==> config.mk <==
export PLATFORM = sky130hd
export DESIGN_NAME = uart_tx_serializer
export DESIGN_NICKNAME = d
export VERILOG_FILES = /design/src/rtl/uart_tx_serializer.sv
export SDC_FILE = /design/constraint.sdc
export NUM_CORES = 1
export LEC_CHECK = 0
export ABC_AREA = 1
export BUFFER_PORTS_ARGS = -buffer_cell sky130_fd_sc_hd__buf_4
export CAP_MARGIN = 0
export CORE_MARGIN = 3
export CORE_UTILIZATION = 45
export DETAILED_ROUTE_END_ITERATION = 10
export PLACE_DENSITY = 0.67
export SYNTH_ARGS = -nofsm -noshare
export SYNTH_HDL_FRONTEND = slang
export SYNTH_SLANG_ARGS = --single-unit
export TNS_END_PERCENT = 50
==> constraint.sdc <==
create_clock -name clk -period 4 [get_ports clk]
set_input_delay 0.4 -clock clk [delete_from_list [all_inputs] [get_ports clk]]
set_output_delay 0.4 -clock clk [all_outputs]
set_load 0.005 [all_outputs]
==> src/rtl/uart_tx_serializer.sv <==
// Byte-wide UART transmitter: 8N1 frames with optional even parity and one or two stop bits.
// Accepts a one-cycle send pulse in IDLE; busy and the start bit appear on the very next cycle.
module uart_tx_serializer #(
    parameter int unsigned CLK_FREQ  = 100_000_000,
    parameter int unsigned BAUD_RATE = 115_200,
    parameter int unsigned PARITY_EN = 0,
    parameter int unsigned STOP_BITS = 1
) (
    input  logic       clk,
    input  logic       reset,
    input  logic       send,
    input  logic [7:0] transmit_data,
    output logic       tx,
    output logic       busy,
    output logic       tx_done
);

    localparam int unsigned CLKS_PER_BIT = CLK_FREQ / BAUD_RATE;
    localparam int unsigned CNT_W        = $clog2(CLKS_PER_BIT);

    typedef enum logic [2:0] {
        S_IDLE,
        S_START,
        S_DATA,
        S_PARITY,
        S_STOP
    } state_t;

    state_t             state_q, state_d;
    logic [CNT_W-1:0]   baud_q, baud_d;
    logic [2:0]         bit_idx_q, bit_idx_d;
    logic [7:0]         shift_q, shift_d;
    logic               tx_q, tx_d;
    logic               busy_q, busy_d;
    logic               done_q, done_d;
    logic               baud_last_c;
    logic               stop_last_c;

    assign baud_last_c = (baud_q == CNT_W'(CLKS_PER_BIT - 1));
    assign stop_last_c = (bit_idx_q == 3'(STOP_BITS - 1));

    // State and registered outputs; reset wins over any pending send.
    always_ff @(posedge clk) begin
        if (reset) begin
            state_q   <= S_IDLE;
            baud_q    <= '0;
            bit_idx_q <= '0;
            shift_q   <= '0;
            tx_q      <= 1'b1;
            busy_q    <= 1'b0;
            done_q    <= 1'b0;
        end else begin
            state_q   <= state_d;
            baud_q    <= baud_d;
            bit_idx_q <= bit_idx_d;
            shift_q   <= shift_d;
            tx_q      <= tx_d;
            busy_q    <= busy_d;
            done_q    <= done_d;
        end
    end

    // Next state; tx/busy/tx_done are computed for the coming cycle so they stay registered.
    always_comb begin
        state_d   = state_q;
        baud_d    = baud_q;
        bit_idx_d = bit_idx_q;
        shift_d   = shift_q;
        tx_d      = tx_q;
        busy_d    = busy_q;
        done_d    = 1'b0;

        unique case (state_q)
            S_IDLE: begin
                tx_d   = 1'b1;
                busy_d = 1'b0;
                if (send) begin
                    state_d   = S_START;
                    shift_d   = transmit_data;
                    baud_d    = '0;
                    bit_idx_d = '0;
                    tx_d      = 1'b0;
                    busy_d    = 1'b1;
                end
            end
            S_START: begin
                baud_d = baud_q + CNT_W'(1);
                if (baud_last_c) begin
                    baud_d    = '0;
                    bit_idx_d = '0;
                    state_d   = S_DATA;
                    tx_d      = shift_q[0];
                end
            end
            S_DATA: begin
                baud_d = baud_q + CNT_W'(1);
                if (baud_last_c) begin
                    baud_d = '0;
                    if (bit_idx_q == 3'd7) begin
                        bit_idx_d = '0;
                        if (PARITY_EN != 0) begin
                            state_d = S_PARITY;
                            tx_d    = ^shift_q;
                        end else begin
                            state_d = S_STOP;
                            tx_d    = 1'b1;
                        end
                    end else begin
                        bit_idx_d = bit_idx_q + 3'd1;
                        tx_d      = shift_q[bit_idx_q + 3'd1];
                    end
                end
            end
            S_PARITY: begin
                baud_d = baud_q + CNT_W'(1);
                if (baud_last_c) begin
                    baud_d    = '0;
                    bit_idx_d = '0;
                    state_d   = S_STOP;
                    tx_d      = 1'b1;
                end
            end
            S_STOP: begin
                baud_d = baud_q + CNT_W'(1);
                // Raise tx_done one cycle early so the registered pulse lands in the final stop cycle.
                done_d = stop_last_c && (baud_q == CNT_W'(CLKS_PER_BIT - 2));
                if (baud_last_c) begin
                    baud_d = '0;
                    if (stop_last_c) begin
                        state_d   = S_IDLE;
                        bit_idx_d = '0;
                        busy_d    = 1'b0;
                        tx_d      = 1'b1;
                    end else begin
                        bit_idx_d = bit_idx_q + 3'd1;
                    end
                end
            end
            default: begin
                state_d = S_IDLE;
                tx_d    = 1'b1;
                busy_d  = 1'b0;
            end
        endcase
    end

    assign tx      = tx_q;
    assign busy    = busy_q;
    assign tx_done = done_q;

endmodule
# Word-level counts from Yosys, hierarchy flattened
# Cells that the tools add are included.
# totals
reg_bits	27
word_cells	74
out_inout_bits	3
# op_classes
mux	32
addsub	2
magnitude_cmp	1
n_eq_ne	15
n_reduce_logical	15
n_bitwise	2
# op_table
operator	n
two-way mux 3 bit	13
== test 10 bit (second input constant)	2
two-way mux 10 bit	2
one-hot mux 10 bit (2 select lines)	1
one-hot mux 3 bit (5 select lines)	1
!= test 2 bit (second input constant)	7
one-hot mux 3 bit (4 select lines)	1
two-way mux 1 bit	11
adder 10 x 1 -> 10 bit (second input constant)	1
AND reduction 5 bit	2
AND reduction 7 bit	1
== test 3 x 2 -> 1 bit (second input constant)	2
== test 3 bit (second input constant)	2
zero test 3 bit	2
one-hot mux 1 bit (5 select lines)	1
< comparator 3 x 4 -> 1 bit (second input constant)	1
AND reduction 2 bit	2
nonzero test 4 bit	1
OR reduction 2 bit	2
OR reduction 4 bit	1
adder 3 x 1 -> 3 bit (second input constant)	1
binary-select mux 1 bit (select 3 bit)	1
== test 3 x 1 -> 1 bit (second input constant)	1
one-hot mux 1 bit (3 select lines)	1
6 further kinds	7

# Depth between registers and ports, before layout
# Gate-level depths: netlist of run 1.
# logic_depth
word_depth	6
mapped_depth	10
mapped_depth_nobuf	10

# Least setup slack after synthesis of run 1
# OpenSTA, ideal clock, no wires.
# synth_path
path_type	reg2reg
from	register bit_idx_q[0]
to	register tx_q (netlist: tx)
slack_ns	2.588
synth_period_minus_slack_ns	1.412
path_buffers	0
t_required_ns	3.885
stages_incl_launch_ff	11
setup_ns	0.115
arrival_ns	1.297
path_cell_list	dfxtp_1 ha_1 ha_1 inv_1 nand3_1 nand3_1 nand3_1 nand2_1 nand2_1 nand2_1 nand2_1
# synth_via
elab_chain_cells	6
# synth_rtl
item	line_no	text
start, declared	31	logic [2:0] bit_idx_q, bit_idx_d;
start signal, assigned	55	bit_idx_q <= bit_idx_d;
adder 3 x 1 -> 3 bit	110	tx_d = shift_q[bit_idx_q + 3'd1];
binary-select mux 1 bit (select 3 bit)	110	
two-way mux 1 bit (not written as such)	110	
two-way mux 1 bit	99	if (bit_idx_q == 3'd7) begin
two-way mux 1 bit	97	if (baud_last_c) begin
one-hot mux 1 bit (5 select lines)	73	unique case (state_q)
end signal, assigned	57	tx_q <= tx_d;
end, declared	33	logic tx_q, tx_d;
# Parallel ways exist; a longest one is shown, timed or not. The select of a mux whose other input is x is not followed.
# A chain may end at the register's enable or synchronous reset.

# Worst setup path in the final report of run 1
# layout_path
from	register baud_q[1]
to	register tx_q (netlist: tx)
# layout_via
elab_chain_cells	3
# layout_rtl
item	line_no	text
start, declared	30	logic [CNT_W-1:0] baud_q, baud_d;
start signal, assigned	54	baud_q <= baud_d;
== test 10 bit (*)	39	assign baud_last_c = (baud_q == CNT_W'(CLKS_PER_BIT - 1));
!= test 2 bit (no source line)	-	
AND reduction 5 bit (no source line) (*)	-	
# Mark *: on every way between the ends. The rest lies on a longest branch, timed or not.

==> Implementation_results.wiki, run 1 <==
{| class="wikitable"
! Metric !! Value
|-
| Result of the run || finished, final reports clean
|-
| # rows || 20
|-
| Sequential share of the synthesized area || 36.1%
|-
| Startpoint kind of the worst setup timing path || flop
|-
| DRC || 0
|-
| Pin count of the biggest net entering global routing || 17
|-
| Classification of the worst setup path || reg2reg
|-
| Max Clk Rate || 618 MHz
|-
| Chip Width || 63.7 um
|-
| Leading register cell type out of synthesis || dfxtp_1
|-
| Worst-case clock skew || 0.00194 ns
|-
| Wire length per cell after detailed routing || 10.9 um
|-
| Final period util || 40.5%
|-
| Final setup TNS || 0 ns
|-
| Largest cells by area after synthesis || dfxtp_1, nand2_1, nor2_1
|-
| Routed via count || 1323
|-
| Via count of the first global-routing pass || 1220
|-
| TritonCTS clock tree || built
|-
| Synth Area in Compound Gates || 10.4%
|-
| Routed via count divided by cell count || 4.90
|-
| Post-route total power || 0.831 mW
|-
| Cts repair resizes || 0
|-
| Congestion Overflow GR || 0
|-
| Fraction of layout instances using a drive strength above 1 || 15.5%
|-
| Die footprint || 0.00406 sq mm
|-
| Global-route wire length before repair || 5.44 mm
|-
| Syn-to-layout area delta || 9.36%
|-
| Share of synthesized cell area in full adder, half adder and majority cells || 4.18%
|-
| CTS sink cnt || 27
|-
| Setup-failing EPs final || 0
|-
| Final Hold Viols || 0
|-
| First-pass iteration count of the detailed router || 4
|-
| Setup repair after global routing missed its margin || no
|-
| Number of warnings issued by yosys || 0
|-
| Leading post-synthesis cells by instance count || nand2_1, nor2_1, dfxtp_1
|-
| GR Util All Layers || 16.7%
|-
| Minimum setup slack after placement || 2.41 ns
|-
| Main combinational cell family by area after synthesis || simple AND/OR/NAND/NOR gates
|-
| IO Pins || 14
|-
| Antenna violations before repair || 0
|-
| Final estimated routing congestion in global placement || 0.842
|-
| Total half-perimeter wirelength after legalization and detailed placement || 2.26 mm
|-
| Crit Path Max Fanout || 9
|-
| Clock-pin slew on the worst setup and hold paths || 0.15 ns
|-
| CTS hold repair buffers || 0
|-
| Share of flip-flops with an asynchronous set or reset || 0%
|-
| Number of flip-flops and latches in the synthesized netlist || 27
|-
| Power density normalized to cell area || 507 mW/mm^2
|-
| 1st-iter DRT viols || 79
|-
| Tmin final || 1.62 ns
|-
| Port Buf Inserts || 13
|-
| Height of the die || 63.7 um
|-
| Worst relative slew slack || 73.0%
|-
| Setup crit end kind || flop
|-
| Cell type with the highest aggregate area in the netlist || dfxtp_1
|-
| Area share of the largest cell type after synthesis || 36.1%
|-
| Most common cell in the synthesized netlist || nand2_1
|-
| Remaining number of nets flagged by the antenna check after routing || 0
|-
| Bufs on Longest Clock Path || 2
|-
| Initial core utilization || 48.3%
|-
| Number of diodes added for antenna fixing || 0
|-
| Number of buffers created by CTS || 3
|-
| Post-synthesis net count || 231
|-
| Root buffer cell || clkbuf_4
|-
| Slew at the pin closest to its max-slew limit || 0.404 ns
|-
| Simple-gate share of the synthesized area || 38.9%
|-
| Area of the mapped netlist || 0.00150 sq mm
|-
| Final Max Slew Viols || 0
|-
| Crit path required time || 4.25 ns
|-
| Leakage power total || 0.687 nW
|-
| Multiplexer fraction of the synthesized cell area || 0%
|-
| Syn_area_per_cell || 6.97 sq um
|-
| # H-tree levels || 1
|-
| CP arrival || 1.87 ns
|-
| Gate count after technology mapping || 215
|-
| Hold Path Class || in2reg
|-
| Cell variety after synth || 28
|-
| Worst hold margin || 0.280 ns
|-
| Postcts setup bufs || 0
|-
| Routed WL || 2.95 mm
|-
| CORE AREA || 0.00310 sq mm
|-
| Post-Synth XOR/XNOR Area || 0.585%
|-
| Number of flops mapped to enable cells by yosys || 0
|-
| Max-cap violations || 0
|-
| Net count of the finished layout || 243
|-
| Latest clock arrival within the worst-skew pair || 0.33 ns
|-
| PnR worst setup slack || 2.38 ns
|-
| Worst ir drop on vdd || 0.000206 V
|}
where the power goes:
part           switching [mW]  internal [mW]  leakage, nW  total, mW
Combinational           0.221          0.122        0.452      0.344
Clock                  0.0865         0.0384       0.0139      0.125
Sequential             0.0438          0.319        0.221      0.363
Total                   0.352          0.479        0.687      0.831
worst paths after layout:
check | start | endpoint | slack, ns | cells past startpoint
setup / recovery | baud_q[1] | tx | 2.38 | 8
hold / removal | reset | busy | 0.28 | 2
setup reg to reg | baud_q[1] | tx | 2.38 | 8
hold reg to reg | busy | busy | 0.49 | 2
placed cells by master, fill, tap and decap left out:
cell and instances:
a21oi_1 12, buf_4 13, clkbuf_4 3, clkinvlp_4 1, dfxtp_1 27, ha_1 5, inv_1 25, inv_2 3
nand2_1 43, nand2_2 4, nand2_4 3, nand3_1 18, nand3_2 1, nand3_4 1, nand4_1 6, nor2_1 31
nor2_2 2, nor3_1 4, nor3_2 2, nor3_4 2, nor4_1 1, o21a_1 1, o21ai_0 15, o21ai_1 1
o21bai_1 1, xor2_1 1
worst max-delay path: stages, from the launching register on:
cell and delay, ns:
dfxtp_1 0.46, ha_1 0.25, inv_1 0.07, nor3_1 0.17, nand3_2 0.15, nand2_4 0.15
nand2_1 0.08, a21oi_1 0.14, nand2_1 0.06
layout make-up:
cell class / count / area [sq um]
Fill cell: 329 / 1470
Multi-Input combinational cell: 154 / 810
Sequential cell: 27 / 541
Inverter: 28 / 105
Timing Repair Buffer: 13 / 97.6
Tap cell: 44 / 55.1
Clock buffer: 3 / 22.5
Clock inverter: 1 / 7.51
flip-flops by register name, summed over array words and instances, names as in the netlist:
register   flops
shift_q        8
busy           1
state_q        3
tx             1
bit_idx_q      3
tx_done        1
baud_q        10
per-layer routing:
layer,global-route usage (%),vias to the layer above,part of all wire (%)
met5,0,-,0
met4,5.66,0,1.4
met3,2.67,5,3.6
met2,26.2,25,44
met1,23.1,576,51
li1,-,717,-
logic make-up (layout without fill, tap and decap cells):
kind of cell,Yosys count,count (layout)
DFF,27,27
AOI/OAI and AO/OA,30,30
buffers and inverters,34,45
and+or+nand+nor,118,118
adders and majority gates,5,5
xor gates and xnor gates,1,1
metrics by stage:
stage	utilization (%)	cells	area [sq um]
after detailed placement	51.8	266	1610
after global routing	52.8	270	1640
final	52.8	270	1640
after floorplan	-	215	1500
after CTS	52.8	270	1640
after global placement	51.8	266	1610
No activity file was read; power rests on OpenSTA's default activity.
==> run 2, diff against run 1 <==
- PLACE_DENSITY: 0.67 -> 0.7
- clock period: 4 -> 1.3 ns (I/O delays scaled with it)
==> run 2 against run 1 <==
Against the previous run:
- the flow now finishes with violations (negative setup slack)
- sequential share of layout area is 6.3 points lower
- count of clock-buffer cells in the layout up 1
- design area grew 29%
- die area unchanged
- critical path depth shrank 2
- sequential power grew to 3.1 times the previous value
- worst hold slack lost 0.26 ns
- highest routed layer unchanged
==> Implementation_results.wiki, run 2 (same netlist as run 1, synthesis figures left out) <==
{| class="wikitable"
! Metric !! Value
|-
| # H-tree levels || 1 (unchanged)
|-
| Leading registers by flop count || baud_q x10, shift_q x8
|-
| Tmin final || 1.37 ns (-0.249 ns)
|-
| IO Pins || 14 (unchanged)
|-
| Net count of the finished layout || 275 (+13%)
|-
| Critical R2R Launch || state_q[1]
|-
| Cell Count Post-Placement || 294 (+11%)
|-
| Latest clock arrival within the worst-skew pair || 0.33 ns (about the same)
|-
| Final period util || 105% (+65 points)
|-
| Worst ir drop on vdd || 0.000781 V (+280%)
|-
| Clock-pin slew on the worst setup and hold paths || 0.15 ns (about the same)
|-
| Routed WL || 3.84 mm (+30%)
|-
| Highest-count cells in the layout ignoring fill and taps || buf_4, nand2_1, nor2_1
|-
| Setup crit end kind || flop
|-
| Setup repair after global routing missed its margin || yes
|-
| Worst Reg2Reg Path Length in Cells || 6 (-2)
|-
| Routed via count divided by cell count || 4.99 (+1.9%)
|-
| Failing checks || negative setup slack
|-
| Crit path required time || 1.54 ns (-2.71 ns)
|-
| Chip Width || 63.7 um (unchanged)
|-
| Setup crit end || baud_q[6]
|-
| Most common cell after layout, fill and taps aside || buf_4
|-
| CP arrival || 1.61 ns (-0.26 ns)
|-
| Hold Path Class || in2reg
|-
| Height of the die || 63.7 um (unchanged)
|-
| Routed via count || 1508 (+14%)
|-
| Portion of total power attributed to the clock network || 11.6% (-3.4 points)
|-
| DRC || 0 (unchanged)
|-
| Bufs on Longest Clock Path || 2 (unchanged)
|-
| Post-route total power || 3.27 mW (+290%)
|-
| Global-route wire length before repair || 5.85 mm (+7.6%)
|-
| Worst reg-to-reg setup slack || -0.07 ns (-2.45 ns)
|-
| Leakage power total || 0.871 nW (+27%)
|-
| Remaining number of nets flagged by the antenna check after routing || 0 (unchanged)
|-
| Net Switching || 1.40 mW (+300%)
|-
| Initial core utilization || 48.3% (unchanged)
|-
| Result of the run || complete, but fails checks
|-
| Slew at the pin closest to its max-slew limit || 0.311 ns (-0.0929 ns)
|-
| Final Hold Viols || 0 (unchanged)
|-
| Worst relative slew slack || 79.1% (+6.1 points)
|-
| Setup-failing EPs final || 16 (+16)
|-
| Worst setup path start || state_q[1]
|-
| CTS sink cnt || 27 (unchanged)
|-
| Layout filler cell count || 263 (-20%)
|-
| Power density normalized to cell area || 1550 mW/mm^2 (+210%)
|-
| Congestion Overflow GR || 0 (unchanged)
|-
| Number of buffers created by CTS || 3 (unchanged)
|-
| Max Clk Rate || 730 MHz (+18%)
|-
| # rows || 20 (unchanged)
|-
| CORE AREA || 0.00310 sq mm (unchanged)
|-
| Internal power component || 1.87 mW (+290%)
|-
| Port Buf Inserts || 13 (unchanged)
|-
| Total half-perimeter wirelength after legalization and detailed placement || 2.58 mm (+14%)
|-
| Fraction of layout instances using a drive strength above 1 || 43.4% (+28 points)
|-
| First-pass iteration count of the detailed router || 4 (unchanged)
|-
| Via count of the first global-routing pass || 1344 (+10%)
|-
| Crit Path Max Fanout || 7 (-2)
|-
| Final estimated routing congestion in global placement || 0.865 (+2.7%)
|-
| Longest individual stage delay on the worst path || 0.39 ns (-0.07 ns)
|-
| Sequence of cells on the critical path || nor2_4 -> nand3_4 -> nand2_8 -> clkinvlp_4 -> a21oi_1 -> nor3_2
|-
| Max reg flops || 10 (unchanged)
|-
| Max-cap violations || 0 (unchanged)
|-
| Root buffer cell || clkbuf_4
|-
| Worst-case clock skew || 0.00448 ns (+0.00254 ns)
|-
| CTS hold repair buffers || 0 (unchanged)
|-
| Fraction of power consumed by sequential logic || 34.5% (-9.1 points)
|-
| Die footprint || 0.00406 sq mm (unchanged)
|-
| Classification of the worst setup path || reg2reg
|-
| Register with the highest flop count || baud_q
|-
| Antenna violations before repair || 0 (unchanged)
|-
| Number of diodes added for antenna fixing || 0 (unchanged)
|-
| Final setup TNS || -0.534 ns (-0.534 ns)
|-
| Number of standard cells in the final layout excluding fillers || 302 (+12%)
|-
| TritonCTS clock tree || built
|-
| 1st-iter DRT viols || 56 (-29%)
|-
| Switching part of the total || 42.9% (+0.56 points)
|-
| GR Util All Layers || 18.0% (+1.3 points)
|-
| Syn-to-layout area delta || 40.7%
|-
| PnR worst setup slack || -0.0704 ns (-2.45 ns)
|-
| Pin count of the biggest net entering global routing || 15 (-2)
|-
| Terminus of the critical flop-to-flop path || baud_q[6]
|-
| Startpoint kind of the worst setup timing path || flop
|-
| Count of cells along the worst hold path || 3 (+1)
|-
| Final Max Slew Viols || 0 (unchanged)
|-
| Comb pwr share || 53.8% (+12 points)
|-
| Slowest-stage cell, CP || dfxtp_4
|-
| Wire length per cell after detailed routing || 12.7 um (+16%)
|}
-- run 2: cell types whose count changed in the layout (fill, tap and decap cells not counted), sizes merged --
cell    previous run  this run
buf               13        44
clkbuf             3         4
inv               28        27
nand2             50        51
-- run 2: worst min path at each step --
stage,endpoint,startpoint,slack (ns)
floorplan,shift_q[0],transmit_data[0],0.29
CTS,state_q[0],reset,0.009
global placement,shift_q[5],transmit_data[5],0.38
global route,shift_q[6],transmit_data[6],0.02
detailed placement,baud_q[1],reset,0.39
finish,shift_q[0],transmit_data[0],0.02
-- run 2: through the flow --
step | hold WS (ns) | setup WS [ns] | util (%) | cell area [sq um]
5_1_grt | 0.0195 | -0.167 | 67.9 | 2110
3_5_place_dp | 0.385 | -0.0518 | 59.8 | 1850
3_3_place_gp | 0.378 | -0.0519 | 59.8 | 1850
2_1_floorplan | 0.294 | 0.0144 | - | 1530
6_report | 0.0166 | -0.0704 | 67.9 | 2110
4_1_cts | 0.00897 | -0.0169 | 61.5 | 1910
-- run 2: layout make-up --
class | instances | area [sq um] | share of cell area (%)
inverter | 28 | 114 | 5.40
multi-input combinational | 155 | 1010 | 48.2
tap | 44 | 55.1 | 2.61
clock buffer | 4 | 26.3 | 1.25
sequential | 27 | 563 | 26.7
timing repair buffer | 44 | 334 | 15.9
-- run 2: worst max-delay path, delay by kind of cell, from the launching register on --
family,cells,cell delay [ns]
and+or+nand+nor,4,0.44
DFF,1,0.39
AOI/OAI and AO/OA,1,0.25
buffers and inverters,1,0.19
-- run 2: repair_timing --
| action | 4_1_cts | 5_1_grt |
|---|---|---|
| gates resized for setup | 9 | 56 |
| gates cloned | 0 | 1 |
| buffers inserted | 0 | 3 |
| endpoints found under the setup margin | 17 | 25 |
| pin swaps | 1 | 20 |
-- run 2: power by group through the flow --
stage	Sequential, mW	Clock, mW	Combinational, mW
finish	1.13	0.380	1.76
global route	1.15	0.409	1.92
CTS	1.11	0.384	1.39
detailed placement	1.12	0	1.36
global placement	1.12	0	1.36
floorplan	1.12	0	0.897
-- run 2: per-layer routing --
metal | vias to the layer above | global-route usage (%) | wire [um]
met5 | - | 0 | 0
met4 | 0 | 8.36 | 95
met3 | 9 | 2.85 | 115
met2 | 28 | 27.2 | 1750
met1 | 690 | 24.8 | 1870
li1 | 781 | - | -
==> run 3, diff against run 2 <==
--- a/config.mk
+++ b/config.mk
@@ -13,3 +13,3 @@
 export DETAILED_ROUTE_END_ITERATION = 10
-export PLACE_DENSITY = 0.7
+export PLACE_DENSITY = 0.77
 export SYNTH_ARGS = -nofsm -noshare
==> constraint.sdc (replaced) <==
create_clock -name clk -period 1.3 [get_ports clk]
set_input_delay 0.065 -clock clk [delete_from_list [all_inputs] [get_ports clk]]
set_output_delay 0.065 -clock clk [all_outputs]
set_load 0.005 [all_outputs]
==> run 3 against run 2 <==
Against the previous run:
- the run still ends with negative setup slack left
- global-route usage increased by 0.13 points
- power decreased by 3.1%
- non-clock buffer count increased by 11
- largest power group unchanged
==> Implementation_results.wiki, run 3 (same netlist as run 1, synthesis figures left out) <==
{| class="wikitable"
! Metric !! Value
|-
| # H-tree levels || 1 (unchanged)
|-
| Antenna violations before repair || 0 (unchanged)
|-
| Minimum setup slack after placement || -0.0935 ns (-0.0417 ns)
|-
| Power density normalized to cell area || 1510 mW/mm^2 (-2.9%)
|-
| Most common cell after layout, fill and taps aside || buf_4
|-
| Port Buf Inserts || 13 (unchanged)
|-
| Worst setup path start || bit_idx_q[0]
|-
| Net count of the finished layout || 285 (+3.6%)
|-
| Worst-case clock skew || 0.00808 ns (+0.00360 ns)
|-
| Critical R2R Launch || bit_idx_q[0]
|-
| Via count of the first global-routing pass || 1486 (+11%)
|-
| Setup repair after global routing missed its margin || yes
|-
| Final period util || 102% (-3.6 points)
|-
| Latest clock arrival within the worst-skew pair || 0.34 ns (about the same)
|-
| Failing checks || negative setup slack
|-
| Startpoint kind of the worst setup timing path || flop
|-
| Leakage power total || 0.903 nW (+3.8%)
|-
| Longest individual stage delay on the worst path || 0.40 ns (about the same)
|-
| Die footprint || 0.00406 sq mm (unchanged)
|-
| Final Hold Viols || 0 (unchanged)
|-
| Bufs on Longest Clock Path || 2 (unchanged)
|-
| Number of buffers created by CTS || 3 (unchanged)
|-
| Register with the highest flop count || baud_q
|-
| Worst reg-to-reg setup slack || -0.02 ns (+0.05 ns)
|-
| Result of the run || complete, but fails checks
|-
| Height of the die || 63.7 um (unchanged)
|-
| Slowest-stage cell, CP || dfxtp_2
|-
| Clock-pin slew on the worst setup and hold paths || 0.16 ns (about the same)
|-
| Syn-to-layout area delta || 40.4%
|-
| Tmin final || 1.32 ns (-0.0462 ns)
|-
| TritonCTS clock tree || built
|-
| Sequence of cells on the critical path || inv_1 -> ha_1 -> nand2_2 -> nand2_2 -> nand2_2 -> inv_1 -> nand3_1 -> nand2_1 -> inv_1 -> nor2_1
|-
| Remaining number of nets flagged by the antenna check after routing || 0 (unchanged)
|-
| Congestion Overflow GR || 0 (unchanged)
|-
| PnR worst setup slack || -0.0242 ns (+0.0462 ns)
|-
| Initial core utilization || 48.3% (unchanged)
|-
| # rows || 20 (unchanged)
|-
| Max-cap violations || 0 (unchanged)
|-
| Max Clk Rate || 755 MHz (+3.5%)
|-
| Final Max Slew Viols || 0 (unchanged)
|-
| GR Util All Layers || 18.1% (+0.13 points)
|-
| Routed via count || 1535 (+1.8%)
|-
| Final setup TNS || -0.0948 ns (+0.439 ns)
|-
| Max reg flops || 10 (unchanged)
|-
| Routed via count divided by cell count || 4.92 (-1.5%)
|-
| Chip Width || 63.7 um (unchanged)
|-
| Setup crit end kind || flop
|-
| Hold Path Class || in2reg
|-
| Final estimated routing congestion in global placement || 0.797 (-7.8%)
|-
| DRC || 0 (unchanged)
|-
| Classification of the worst setup path || reg2reg
|-
| Post-route total power || 3.17 mW (-3.1%)
|-
| IO Pins || 14 (unchanged)
|-
| CTS sink cnt || 27 (unchanged)
|-
| Crit path required time || 1.56 ns (+0.02 ns)
|-
| CP arrival || 1.59 ns (-0.02 ns)
|-
| Number of diodes added for antenna fixing || 0 (unchanged)
|-
| Pin count of the biggest net entering global routing || 16 (+1)
|-
| Routed WL || 3.58 mm (-6.6%)
|-
| Setup-failing EPs final || 9 (-7)
|-
| Slew at the pin closest to its max-slew limit || 0.306 ns (-0.00506 ns)
|-
| Leading registers by flop count || baud_q x10, shift_q x8
|-
| Wire length per cell after detailed routing || 11.5 um (-9.6%)
|-
| 1st-iter DRT viols || 49 (-13%)
|-
| Global-route wire length before repair || 5.95 mm (+1.8%)
|-
| Worst ir drop on vdd || 0.00100 V (+28%)
|-
| Fraction of layout instances using a drive strength above 1 || 34.7% (-8.7 points)
|-
| Worst Min Path Start || send
|-
| First-pass iteration count of the detailed router || 4 (unchanged)
|-
| Total half-perimeter wirelength after legalization and detailed placement || 2.64 mm (+2.2%)
|-
| Highest-count cells in the layout ignoring fill and taps || buf_4, nand2_1, nor2_1
|-
| Root buffer cell || clkbuf_4
|-
| Crit Path Max Fanout || 4 (-3)
|-
| Worst relative slew slack || 79.5% (+0.47 points)
|-
| CORE AREA || 0.00310 sq mm (unchanged)
|}
run 3: cell count changes in the layout (fill, tap and decap cells not counted), moves of 4 or more:
cell / previous run / this run
dlygate4sd3_1: 0 / 9
nand3_1: 10 / 17
nand3_2: 9 / 2
nand2_2: 11 / 5
nand2_4: 1 / 5
o21ai_0: 4 / 8
run 3: area by class of cell:
cell class | instances | area, sq um
Tap cell | 44 | 55.1
Sequential cell | 27 | 556
Inverter | 28 | 110
Multi-Input combinational cell | 154 | 916
Clock buffer | 3 | 22.5
Fill cell | 276 | 1000
Clock inverter | 1 | 5.00
Timing Repair Buffer | 55 | 439
run 3: metal layers:
metal  part of all wire (%)  vias to the layer above  GRT usage (%)
met5                      0                        -              0
met4                    1.2                        0           7.28
met3                    3.3                        5           2.50
met2                     48                       33           30.2
met1                     47                      701           23.3
li1                       -                      796              -
run 3: per-stage QoR:
stage	cells	utilization (%)	instance area (sq um)	hold slack [ns]
6_report	312	67.8	2100	0.0650
3_3_place_gp	294	59.8	1850	0.312
5_1_grt	312	67.8	2100	0.0503
3_5_place_dp	294	59.8	1850	0.315
4_1_cts	307	65.1	2020	0.132
2_1_floorplan	215	-	1530	0.229
run 3: what timing repair did:
item / 4_1_cts / 5_1_grt
hold endpoints to repair: 16 / 0
gates resized for setup: 15 / 20
hold buffers: 9 / 0
pin swaps: 3 / 6
setup buffers: 0 / 5
setup endpoints to repair: 14 / 24
run 3: power breakdown:
part           total (mW)  internal [mW]  switching [mW]
registers            1.13          0.994           0.136
clock network       0.391          0.116           0.275
logic                1.64          0.738           0.907
run 3: worst max-delay path, delay by kind of cell, from the launching register on:
kind                     cells  cell delay (ns)
adder cells (fa/ha/maj)      1             0.20
buffers and inverters        3             0.19
flip-flops                   1             0.40
AND/OR/NAND/NOR              6             0.47
run 3: worst paths after layout:
path,end,cells past startpoint
min reg2reg,busy,2
min,busy,3
max,state_q[1],10
max reg2reg,state_q[1],10
